--- config.mk ---
export PLATFORM = sky130hd
export DESIGN_NAME = piece_queue
export DESIGN_NICKNAME = d
export VERILOG_FILES = /design/src/rtl/piece_pkg.sv /design/src/rtl/piece_fifo.sv /design/src/rtl/piece_queue.sv
export SDC_FILE = /design/constraint.sdc
export NUM_CORES = 1
export LEC_CHECK = 0
export ABC_AREA = 1
export CORE_MARGIN = 3
export CORE_UTILIZATION = 40
export CTS_BUF_LIST = sky130_fd_sc_hd__clkbuf_4 sky130_fd_sc_hd__clkbuf_8
export DETAILED_ROUTE_END_ITERATION = 10
export PLACE_DENSITY = 0.72
export SLEW_MARGIN = 25
export SYNTH_ARGS = -nofsm -noshare
export SYNTH_HDL_FRONTEND = slang
export SYNTH_HIERARCHICAL = 1
export SYNTH_SLANG_ARGS = --single-unit
--- constraint.sdc ---
create_clock -name clka -period 3.2 [get_ports clka]
set_clock_uncertainty 0.15 [all_clocks]
set_input_delay 0.8 -clock clka [delete_from_list [all_inputs] [get_ports clka]]
set_output_delay 0.8 -clock clka [all_outputs]
set_load 0.005 [all_outputs]
--- src/rtl/piece_pkg.sv ---
// Shared piece codes and queue-state encoding for the next-piece preview queue.
// Pure declarations: no latency, no backpressure.
package piece_pkg;

  localparam int PIECE_W = 2;

  localparam logic [PIECE_W-1:0] PIECE_I = 2'd0;
  localparam logic [PIECE_W-1:0] PIECE_O = 2'd1;
  localparam logic [PIECE_W-1:0] PIECE_T = 2'd2;
  localparam logic [PIECE_W-1:0] PIECE_L = 2'd3;

  typedef enum logic {
    Q_FILL = 1'b0,
    Q_FULL = 1'b1
  } q_state_t;

endpackage

--- src/rtl/piece_fifo.sv ---
// DEPTH-entry circular piece buffer with head and head+1 read ports; writes land one edge later.
// Caller must qualify push/pop (no push when full, no pop when empty); this block does not guard.
module piece_fifo #(
  parameter int DEPTH   = 4,
  parameter int PIECE_W = 2,
  parameter int CW      = $clog2(DEPTH + 1)
) (
  input  logic               clka,
  input  logic               restart,
  input  logic               push,
  input  logic               pop,
  input  logic [PIECE_W-1:0] wr_dat,
  output logic [PIECE_W-1:0] head,
  output logic [PIECE_W-1:0] preview,
  output logic [CW-1:0]      count
);

  localparam int AW = $clog2(DEPTH);

  logic [PIECE_W-1:0] mem [DEPTH];
  logic [AW-1:0]      rd_ptr;
  logic [AW-1:0]      wr_ptr;
  logic [AW-1:0]      rd_ptr_nxt;

  // Power-of-two depth: natural pointer overflow is the modulo-DEPTH wrap.
  assign rd_ptr_nxt = rd_ptr + AW'(1);

  always_ff @(posedge clka or posedge restart) begin
    if (restart) begin
      for (int i = 0; i < DEPTH; i++) mem[i] <= '0;
      rd_ptr <= '0;
      wr_ptr <= '0;
      count  <= '0;
    end else begin
      if (push) begin
        mem[wr_ptr] <= wr_dat;
        wr_ptr      <= wr_ptr + AW'(1);
      end
      if (pop) rd_ptr <= rd_ptr_nxt;
      count <= count + CW'(push) - CW'(pop);
    end
  end

  assign head    = (count != '0)      ? mem[rd_ptr]     : '0;
  assign preview = (count >= CW'(2))  ? mem[rd_ptr_nxt] : '0;

endmodule

--- src/rtl/piece_queue.sv ---
// Next-piece queue: filters over-long repeats from the RNG, hands the head out on take; 1-cycle push-to-head.
// Backpressure: when full the RNG sample is dropped (push uses pre-pop occupancy); take on empty is ignored.
module piece_queue #(
  parameter int DEPTH      = 4,
  parameter int PIECE_W    = piece_pkg::PIECE_W,
  parameter int MAX_REPEAT = 2
) (
  input  logic                         clka,
  input  logic                         restart,
  input  logic [PIECE_W-1:0]           random,
  input  logic                         take,
  output logic [PIECE_W-1:0]           head_piece,
  output logic                         head_valid,
  output logic [PIECE_W-1:0]           preview_piece,
  output logic                         preview_valid,
  output logic [$clog2(DEPTH+1)-1:0]   count
);

  import piece_pkg::*;

  localparam int CW = $clog2(DEPTH + 1);
  localparam int RW = $clog2(MAX_REPEAT + 1);

  q_state_t           state;
  q_state_t           state_nxt;
  logic [PIECE_W-1:0] last_piece;
  logic               last_valid;
  logic [RW-1:0]      run_len;
  logic               rep_match;
  logic               reject;
  logic               push;
  logic               pop;

  assign rep_match = last_valid && (random == last_piece);
  assign reject    = rep_match && (run_len == RW'(MAX_REPEAT));
  assign push      = (state == Q_FILL) && !reject;
  assign pop       = take && head_valid;

  piece_fifo #(
    .DEPTH   (DEPTH),
    .PIECE_W (PIECE_W),
    .CW      (CW)
  ) u_fifo (
    .clka    (clka),
    .restart (restart),
    .push    (push),
    .pop     (pop),
    .wr_dat  (random),
    .head    (head_piece),
    .preview (preview_piece),
    .count   (count)
  );

  assign head_valid    = (count != '0);
  assign preview_valid = (count >= CW'(2));

  always_ff @(posedge clka or posedge restart) begin
    if (restart) state <= Q_FILL;
    else         state <= state_nxt;
  end

  always_comb begin
    state_nxt = state;
    case (state)
      Q_FILL:  if (push && !pop && (count == CW'(DEPTH - 1))) state_nxt = Q_FULL;
      Q_FULL:  if (pop) state_nxt = Q_FILL;
      default: state_nxt = Q_FILL;
    endcase
  end

  // Repeat history only moves on accepted pushes and outlives pops.
  always_ff @(posedge clka or posedge restart) begin
    if (restart) begin
      last_piece <= '0;
      last_valid <= 1'b0;
      run_len    <= '0;
    end else if (push) begin
      last_piece <= random;
      last_valid <= 1'b1;
      run_len    <= rep_match ? run_len + RW'(1) : RW'(1);
    end
  end

endmodule

Word-level counts from Yosys, hierarchy flattened
Cells that the tools add are included.

cells by class
  bitwise gates (word level) = 4
  mux-type cells = 15
  eq/ne operators = 3
  add/subtract/negate cells = 5
  $lt $le $gt $ge = 5
  multiply operators = 0
  shift operators = 0
  div/mod/pow operators = 0
  reduce and logical (&&, ||, !) cells = 10

operators by type and width
  kind                   count
  $mux W2                8
  $ge A3 B3 Y1 const B   3
  $not A2 Y3             3
  $bmux W2 S2            2
  $bwmux W8              1
  $logic_and A1 B1 Y1    7
  $add A2 B1 Y2 const B  3
  $demux W2 S2           1
  $add A3 B1 Y3          1
  $eq A3 B2 Y1 const B   1
  $ge A3 B2 Y1 const B   1
  $lt A3 B1 Y1 const B   1
  $reduce_bool A3 Y1     1
  $sub A3 B1 Y3          1
  $eq A2 B2 Y1           1
  $eq A2 B2 Y1 const B   1
  $logic_not A1 Y1       2
  $mux W1                2
  $pmux W1 S2            1
  $not A1 Y1             1

word-level totals
  logic and storage cells = 53
  output and inout port bits = 9
  bits in latches = 0
  bits in read-only memories = 0
  bits in writable memories = 0
  register bits after elaboration = 21
  memories kept = 0
  input bits = 5

Depth between registers and ports, before layout
Gate-level depths: netlist of the first run.

  depth in word-level cells = 9
  mapped depth = 15
  gate-level depth less buffers = 14

By module
The synthesis of the first run kept the hierarchy.

modules (own cells, without submodules)
  module       cells each  times used  area an instance (sq um)  sequential area each (sq um)
  piece_fifo   109         1           872.1                     375.4
  piece_queue  52          1           375.4                     150.1

Least setup slack after synthesis of the first run
OpenSTA, ideal clock, no wires.

  path kind = input port to flip-flop
  start = in random[0]
  end = reg u_fifo.count[2]
  arrival time = 2.412 ns
  slack = 0.517 ns
  setup time = 0.122 ns
  buffers on the path = 1
  required time = 2.928 ns
  stages on the path = 15
  cell sequence = inv_1 > nand2_1 > inv_2 > nor2_4 > nand3_4 > nand2_4 > inv_1 > buf_2 > inv_2 > ha_1 > inv_1 > ha_1 > inv_1 > fa_1 > xor2_1

on the way
  word-level cells in the longest chain between the ends = 7

ends and longest elaborated chain
  item                  line               source
  start, declared       piece_queue.sv:10  input logic [PIECE_W-1:0] random,
  $eq A2 B2 Y1          piece_queue.sv:34  assign rep_match = last_valid && (random == last_piece);
  $logic_and A1 B1 Y1   piece_queue.sv:34
  $logic_and A1 B1 Y1   piece_queue.sv:35  assign reject = rep_match && (run_len == RW'(MAX_REPEAT));
  $logic_not A1 Y1      piece_queue.sv:36  assign push = (state == Q_FILL) && !reject;
  $logic_and A1 B1 Y1   piece_queue.sv:36
  via push              piece_queue.sv:31  logic push;
  $add A3 B1 Y3         piece_fifo.sv:40   count <= count + CW'(push) - CW'(pop);
  $sub A3 B1 Y3         piece_fifo.sv:40
  end signal, assigned  piece_fifo.sv:40
  end, declared         piece_fifo.sv:15   output logic [CW-1:0] count

The timed path passes the listed nets, and every way through them passes these cells.
A chain may end at the register's enable or synchronous reset.

Worst setup path after layout of the first run
Same ends and word-level chain as after synthesis.

==> flow_metrics.py, run 1 <==
metrics = {
    "worst_setup_path": {
        "cp_slowest_cell": "clkdlybuf4s50_1",
        "crit_type": "input pin to flip-flop",
        "cp_common_cell": "inv_1",
        "worstReg2RegStart": "u_fifo/count[1]",
        "r2r_end": "u_fifo/count[2]",
        "critPathMaxFanout": 6,
        "rr_worst_depth": 9,
        "critPathBufInv": 7,
        "r2r_slack_ns": 0.96,
        "cp.arrival_ns": 2.90,
        "crit_family": "buffers and inverters",
        "crit_cells": 15,
        "critical-path-max-stage-delay_ns": 0.52,
        "crit_required_ns": 3.26,
        "crit_path_start_kind": "input pin",
        "cp-end-kind": "flip-flop",
        "crit_chain": "clkdlybuf4s50_1 -> inv_1 -> nand2_1 -> inv_2 -> nor2_4 -> nand3_4 -> nand2_4 -> inv_1 -> inv_2 -> ha_1 -> inv_1 -> ha_1 -> inv_1 -> fa_1 -> xor2_1",
    },
    "route": {
        "drtIter0Drc": 76,
        "drtAntennaViolNets": 0,
        "dr_total_vias": 1019,
        "wl_per_cell_um": 11.13,
        "dr.pass1.iters": 4,
        "drc": 0,
        "routed_wl_um": 2327,
        "viasPerCell": 4.876,
    },
    "layout": {
        "drive_gt1_share_pct": 8.989,
        "layout.cells.non_filler": 209,
        "fin_util_pct": 50.66,
        "n_antenna_cell": 0,
        "area_growth_syn_to_layout_pct": 15.85,
        "multiInputGateArea_um2": 581.8,
        "regArea_um2": 525.5,
        "fillers": 279,
        "nNetsFinal": 193,
    },
    "worst_hold_path": {
        "holdPathEnd": "last_valid",
        "hold-path-cell-count": 2,
        "holdCritPathClass": "flip-flop to flip-flop",
        "min_from": "last_valid",
    },
    "global_route": {
        "antenna_found_initial": 0,
        "grt_overflow": 0,
        "grt_pass1_vias": 965,
        "grt_pass1_wl_um": 3967,
        "grt_max_degree": 16,
        "grt.total_usage_pct": 14.02,
    },
    "cts": {
        "clk_latency_ns": 0.30,
        "cts.path.max_buffers": 2,
        "clk_pin_slew_ns": 0.12,
        "post_cts_buffers": 0,
        "cts_tree": "yes",
        "cts-resized-gates": 0,
        "cts_hold_buf": 0,
        "clock_sinks": 21,
        "cts_root_buffer": "clkbuf_4",
        "numCtsBuffers": 3,
        "cts_max_level": 1,
    },
    "yosys": {
        "synth-seq-area-share_pct": 42.13,
        "synth-seq-cells": 21,
        "avgSynthCellArea_um2": 7.748,
        "synth.distinct_cells": 21,
        "synthCells": 161,
        "yosys_warnings": 6,
        "synth_area_mm2": 0.001247,
        "synth_nets": 175,
    },
    "power": {
        "comb_power_share_pct": 3.7,
        "power.total_uw": 418.1,
        "p_int_uw": 327.8,
        "seqPwrFrac_pct": 63.4,
        "peakVddDrop_mv": 0.1318,
        "power_frac_clock_pct": 32.8,
        "p_leak_nw": 0.7518,
        "switchingPower_uw": 90.30,
        "swShare_pct": 21.60,
        "p_per_area_mw_per_mm2": 289.3,
    },
    "place": {
        "finalWeightedCongestion": 0.8446,
        "placed_cells": 205,
        "hpwlAfterDp_um": 1863,
        "numPortBuffers": 13,
    },
    "floorplanning": {
        "dieArea_mm2": 0.003825,
        "io-pin-count": 14,
        "core_mm2": 0.002853,
        "start_util_pct": 43.73,
        "rows": 19,
        "die_w_um": 61.85,
        "fp.dieH_um": 61.85,
    },
    "sta": {
        "fin_crit_ns": 2.842,
        "tightestPinTransition_ns": 0.5835,
        "fin_tns_setup_ns": 0,
        "period_share_pct": 88.82,
        "slew_headroom_pct": 61.06,
        "rsz0062_at_grt": "no",
        "hold_viol_final": 0,
        "slew_violations": 0,
        "fmax_ghz": 0.3518,
        "setup_viol": 0,
    },
    "status": {
        "outcome": "finished, final reports clean",
    },
    "run": {
        "maxCapViolCount": 0,
    },
}
[layout make-up]
| type | instances | share of cell area [%] |
|---|---|---|
| multi-input cells | 107 | 40.26 |
| flip-flops and latches | 21 | 36.36 |
| repair buffers | 15 | 10.04 |
| inverters | 31 | 8.571 |
| well taps | 31 | 2.684 |
| clock buffers | 4 | 2.078 |
[cells in the final DEF, fill, tap and decap left out]
| cell type | instances |
|---|---|
| clkbuf_4 | 4 |
| nand2_4 | 2 |
| nor2_4 | 1 |
| nand2_1 | 59 |
| xor2_1 | 3 |
| dfrtp_1 | 21 |
| nand3_4 | 1 |
| clkdlybuf4s50_1 | 13 |
| nor3_1 | 2 |
| fa_1 | 1 |
| a21oi_1 | 6 |
| a21boi_0 | 1 |
| inv_1 | 27 |
| inv_8 | 1 |
| and2_1 | 1 |
| buf_4 | 2 |
| o21ai_1 | 9 |
| nand3_1 | 8 |
| nand2_2 | 2 |
| nor2_1 | 3 |
| ha_1 | 8 |
| inv_2 | 3 |
[cell usage after synthesis (all sizes together)]
| cell type | instances | area share [%] |
|---|---|---|
| a21oi | 6 | 2.4 |
| inv | 31 | 9.9 |
| fa | 1 | 1.6 |
| xor2 | 3 | 2.1 |
| a21boi | 1 | 0.60 |
| nor3 | 2 | 0.80 |
| dfrtp | 21 | 42 |
| nand3 | 9 | 4.6 |
| nor2 | 4 | 1.8 |
| ha | 8 | 8.0 |
| and2 | 1 | 0.50 |
| nand2 | 63 | 21 |
| o21ai | 9 | 3.6 |
| buf | 2 | 1.3 |
[cells by family after synthesis]
group                      after synthesis  synth area share, %
and+or+nand+nor                         79                28.28
buffers and inverters                   33                11.23
DFF                                     21                42.13
AOI/OAI and AO/OA                       16                6.620
adders and majority gates                9                9.629
xor gates and xnor gates                 3                2.107
[worst max-delay path by stage]
| stage | from | end | slack (ns) |
|---|---|---|---|
| floorplan | random[0] | u_fifo/count[2] | 0.52 |
| global placement | random[1] | u_fifo/count[2] | 0.08 |
| detailed placement | random[0] | u_fifo/count[2] | 0.03 |
| CTS | u_fifo/rd_ptr[0] | preview_piece[1] | 0.34 |
| global route | random[0] | u_fifo/count[2] | 0.22 |
| finish | random[0] | u_fifo/count[2] | 0.36 |
[layer usage]
layer  global-route usage, %  wire (µm)
met1                   16.17       1073
met2                   26.01       1161
met3                   1.860         59
met4                   5.455         32
met5                       0          0
[tightest hold or removal path: cells and delay by family, from the launching register on]
| kind | cells | cell delay (ns) |
|---|---|---|
| buf+inv | 1 | 0.05 |
| flops | 1 | 0.38 |
| simple gates | 1 | 0.06 |
[power by group through the flow]
stage               Clock, mW  Sequential, mW  Combinational (mW)
floorplan                   0           0.270             0.00765
global placement            0           0.270              0.0156
detailed placement          0           0.270              0.0159
CTS                     0.147           0.265              0.0159
global route            0.157           0.265              0.0180
finish                  0.137           0.265              0.0155
[sequential cells by signal, summed over array words and instances (netlist names)]
signal         count
u_fifo/mem         8
run_len            2
last_piece         2
u_fifo/wr_ptr      2
u_fifo/rd_ptr      2
u_fifo/count       3
last_valid         1
state              1
[metrics by stage]
stage	instance area (µm²)	hold slack (ns)	worst slack (ns)
after floorplan	1247	0.3031	0.5169
after global placement	1415	0.3313	0.07840
after detailed placement	1415	0.3290	0.02595
after CTS	1445	0.3597	0.3431
after global routing	1445	0.3992	0.2160
final	1445	0.3578	0.3578
Note: power is estimated with default switching activity, not from simulation.
==> inputs of run 2 (changes only) <==
--- a/config.mk
+++ b/config.mk
@@ -6,11 +6,12 @@
 export NUM_CORES = 1
 export LEC_CHECK = 0
 export ABC_AREA = 1
-export CORE_MARGIN = 3
-export CORE_UTILIZATION = 40
+export CORE_MARGIN = 8
+export CORE_UTILIZATION = 35
 export CTS_BUF_LIST = sky130_fd_sc_hd__clkbuf_4 sky130_fd_sc_hd__clkbuf_8
+export CTS_CLUSTER_SIZE = 28
 export DETAILED_ROUTE_END_ITERATION = 10
-export PLACE_DENSITY = 0.72
+export PLACE_DENSITY = 0.66
 export SLEW_MARGIN = 25
 export SYNTH_ARGS = -nofsm -noshare
 export SYNTH_HDL_FRONTEND = slang
==> flow_metrics.py, run 2 (synthesized netlist as in run 1, its figures left out) <==
metrics = {
    "sta": {
        "slew_violations": 0,
        "tightestPinTransition_ns": 0.5768,
        "slew_headroom_pct": 61.50,
        "fin_tns_setup_ns": 0,
        "setup_viol": 0,
        "hold_viol_final": 0,
        "hold_ws_ns": 0.3628,
        "period_share_pct": 87.71,
        "fin_crit_ns": 2.807,
        "rsz0062_at_grt": "no",
        "worst_slack_ns": 0.3932,
        "fmax_ghz": 0.3563,
    },
    "route": {
        "drc": 0,
        "routed_wl_um": 2265,
        "dr.pass1.iters": 4,
        "viasPerCell": 4.333,
        "dr_total_vias": 975,
        "drtIter0Drc": 46,
        "wl_per_cell_um": 10.07,
        "drtAntennaViolNets": 0,
    },
    "cts": {
        "cts_root_buffer": "clkbuf_4",
        "cts_hold_buf": 0,
        "clock_sinks": 21,
        "post_cts_buffers": 0,
        "cts-resized-gates": 0,
        "clk_pin_slew_ns": 0.12,
        "cts_max_level": 1,
        "clk_latency_ns": 0.30,
        "cts_tree": "yes",
        "cts.path.max_buffers": 2,
        "numCtsBuffers": 3,
    },
    "layout": {
        "area_growth_syn_to_layout_pct": 17.75,
        "multiInputGateArea_um2": 581.8,
        "regMostFlops": "u_fifo/mem",
        "top_regs": "u_fifo/mem: 8 flops, u_fifo/count: 3 flops",
        "regArea_um2": 525.5,
        "n_antenna_cell": 0,
        "drive_gt1_share_pct": 9.497,
        "mostFrequentLayoutCell": "nand2_1",
        "final_cell_mix": "nand2_1, inv_1, dfrtp_1, clkdlybuf4s50_1, o21ai_1",
        "largest_reg_flops": 8,
        "fillers": 347,
        "nNetsFinal": 194,
        "fin_area_mm2": 0.001469,
    },
    "power": {
        "switchingPower_uw": 87.46,
        "seqPwrFrac_pct": 65.6,
        "p_leak_nw": 0.7553,
        "power_frac_clock_pct": 30.6,
        "p_per_area_mw_per_mm2": 275.5,
        "p_int_uw": 317.2,
        "comb_power_share_pct": 3.8,
        "peakVddDrop_mv": 0.1685,
        "swShare_pct": 21.61,
    },
    "worst_setup_path": {
        "crit_chain": "clkdlybuf4s50_1 -> inv_1 -> nand2_1 -> inv_2 -> nor2_4 -> nand3_4 -> nand2_4 -> inv_1 -> inv_2 -> ha_1 -> inv_1 -> ha_1 -> inv_1 -> fa_1 -> xor2_1",
        "crit_path_start_kind": "input pin",
        "critical-path-max-stage-delay_ns": 0.53,
        "crit_required_ns": 3.25,
        "rr_worst_depth": 9,
        "cp_slowest_cell": "clkdlybuf4s50_1",
        "crit_type": "input pin to flip-flop",
        "cp_common_cell": "inv_1",
        "cp-end-kind": "flip-flop",
        "cp.arrival_ns": 2.86,
        "critPathMaxFanout": 4,
    },
    "global_route": {
        "grt_pass1_vias": 905,
        "grt_pass1_wl_um": 3960,
        "grt_max_degree": 16,
        "antenna_found_initial": 0,
        "grt_overflow": 0,
        "grt.total_usage_pct": 8.924,
    },
    "place": {
        "hpwlAfterDp_um": 1855,
        "numPortBuffers": 13,
        "dpl_cell_area_mm2": 0.001441,
        "pre_cts_ws_ns": 0.06700,
        "finalWeightedCongestion": 0.7921,
    },
    "status": {
        "outcome": "finished, final reports clean",
    },
    "floorplanning": {
        "core_mm2": 0.003390,
        "dieArea_mm2": 0.005730,
        "start_util_pct": 36.80,
        "io-pin-count": 14,
        "rows": 21,
        "fp.dieH_um": 75.70,
        "die_w_um": 75.70,
    },
    "worst_hold_path": {
        "hold-path-cell-count": 2,
        "holdCritPathClass": "flip-flop to flip-flop",
    },
    "run": {
        "maxCapViolCount": 0,
    },
}
[run 2: cell count changes in the layout (fill, tap and decap cells not counted)]
cell,before,now
buf_4,2,3
clkbuf_4,4,3
clkinv_2,0,1
[run 2: power by group through the flow]
stage               registers (mW)  logic (mW)  clock network [mW]
finish                       0.265      0.0155               0.124
CTS                          0.265      0.0162               0.133
floorplan                    0.270     0.00765                   0
detailed placement           0.270      0.0162                   0
global route                 0.265      0.0179               0.144
global placement             0.270      0.0161                   0
[run 2: metal layers]
layer	routed length (µm)	vias to the layer above	GRT usage, %
met2	1082	8	15.34
li1	-	524	-
met4	12	0	2.559
met3	75	2	2.105
met1	1094	441	10.77
met5	0	-	0
[run 2: path summary, 6_finish.rpt]
kind | start | to | slack [ns]
setup / recovery | random[0] | u_fifo/count[2] | 0.39
hold / removal | last_piece[1] | last_piece[1] | 0.36
setup reg to reg | u_fifo/count[1] | u_fifo/count[2] | 0.95
hold reg to reg | last_piece[1] | last_piece[1] | 0.36
max in group asynchronous | restart | u_fifo/wr_ptr[0] | 1.79
min in group asynchronous | restart | last_piece[1] | 0.57
[run 2: critical path: cells and delay by family]
kind	cells	cell delay [ns]
xor+xnor	1	0.17
simple gates	4	0.34
fa+ha+maj	3	0.70
buf+inv	7	0.81
[run 2: cell type report]
| cell class | count | share of cell area, % |
|---|---|---|
| clock buffer | 3 | 1.533 |
| clock inverter | 1 | 0.3407 |
| inverter | 31 | 8.433 |
| multi-input combinational | 107 | 39.61 |
| sequential | 21 | 35.78 |
| tap | 46 | 3.918 |
| timing repair buffer | 16 | 10.39 |
[run 2: per-stage QoR]
step	cells	utilization, %	total power [mW]
2_1_floorplan	161	-	0.2780
3_3_place_gp	221	42.52	0.2865
3_5_place_dp	221	42.52	0.2866
4_1_cts	225	43.34	0.4147
5_1_grt	225	43.34	0.4276
6_report	225	43.34	0.4047
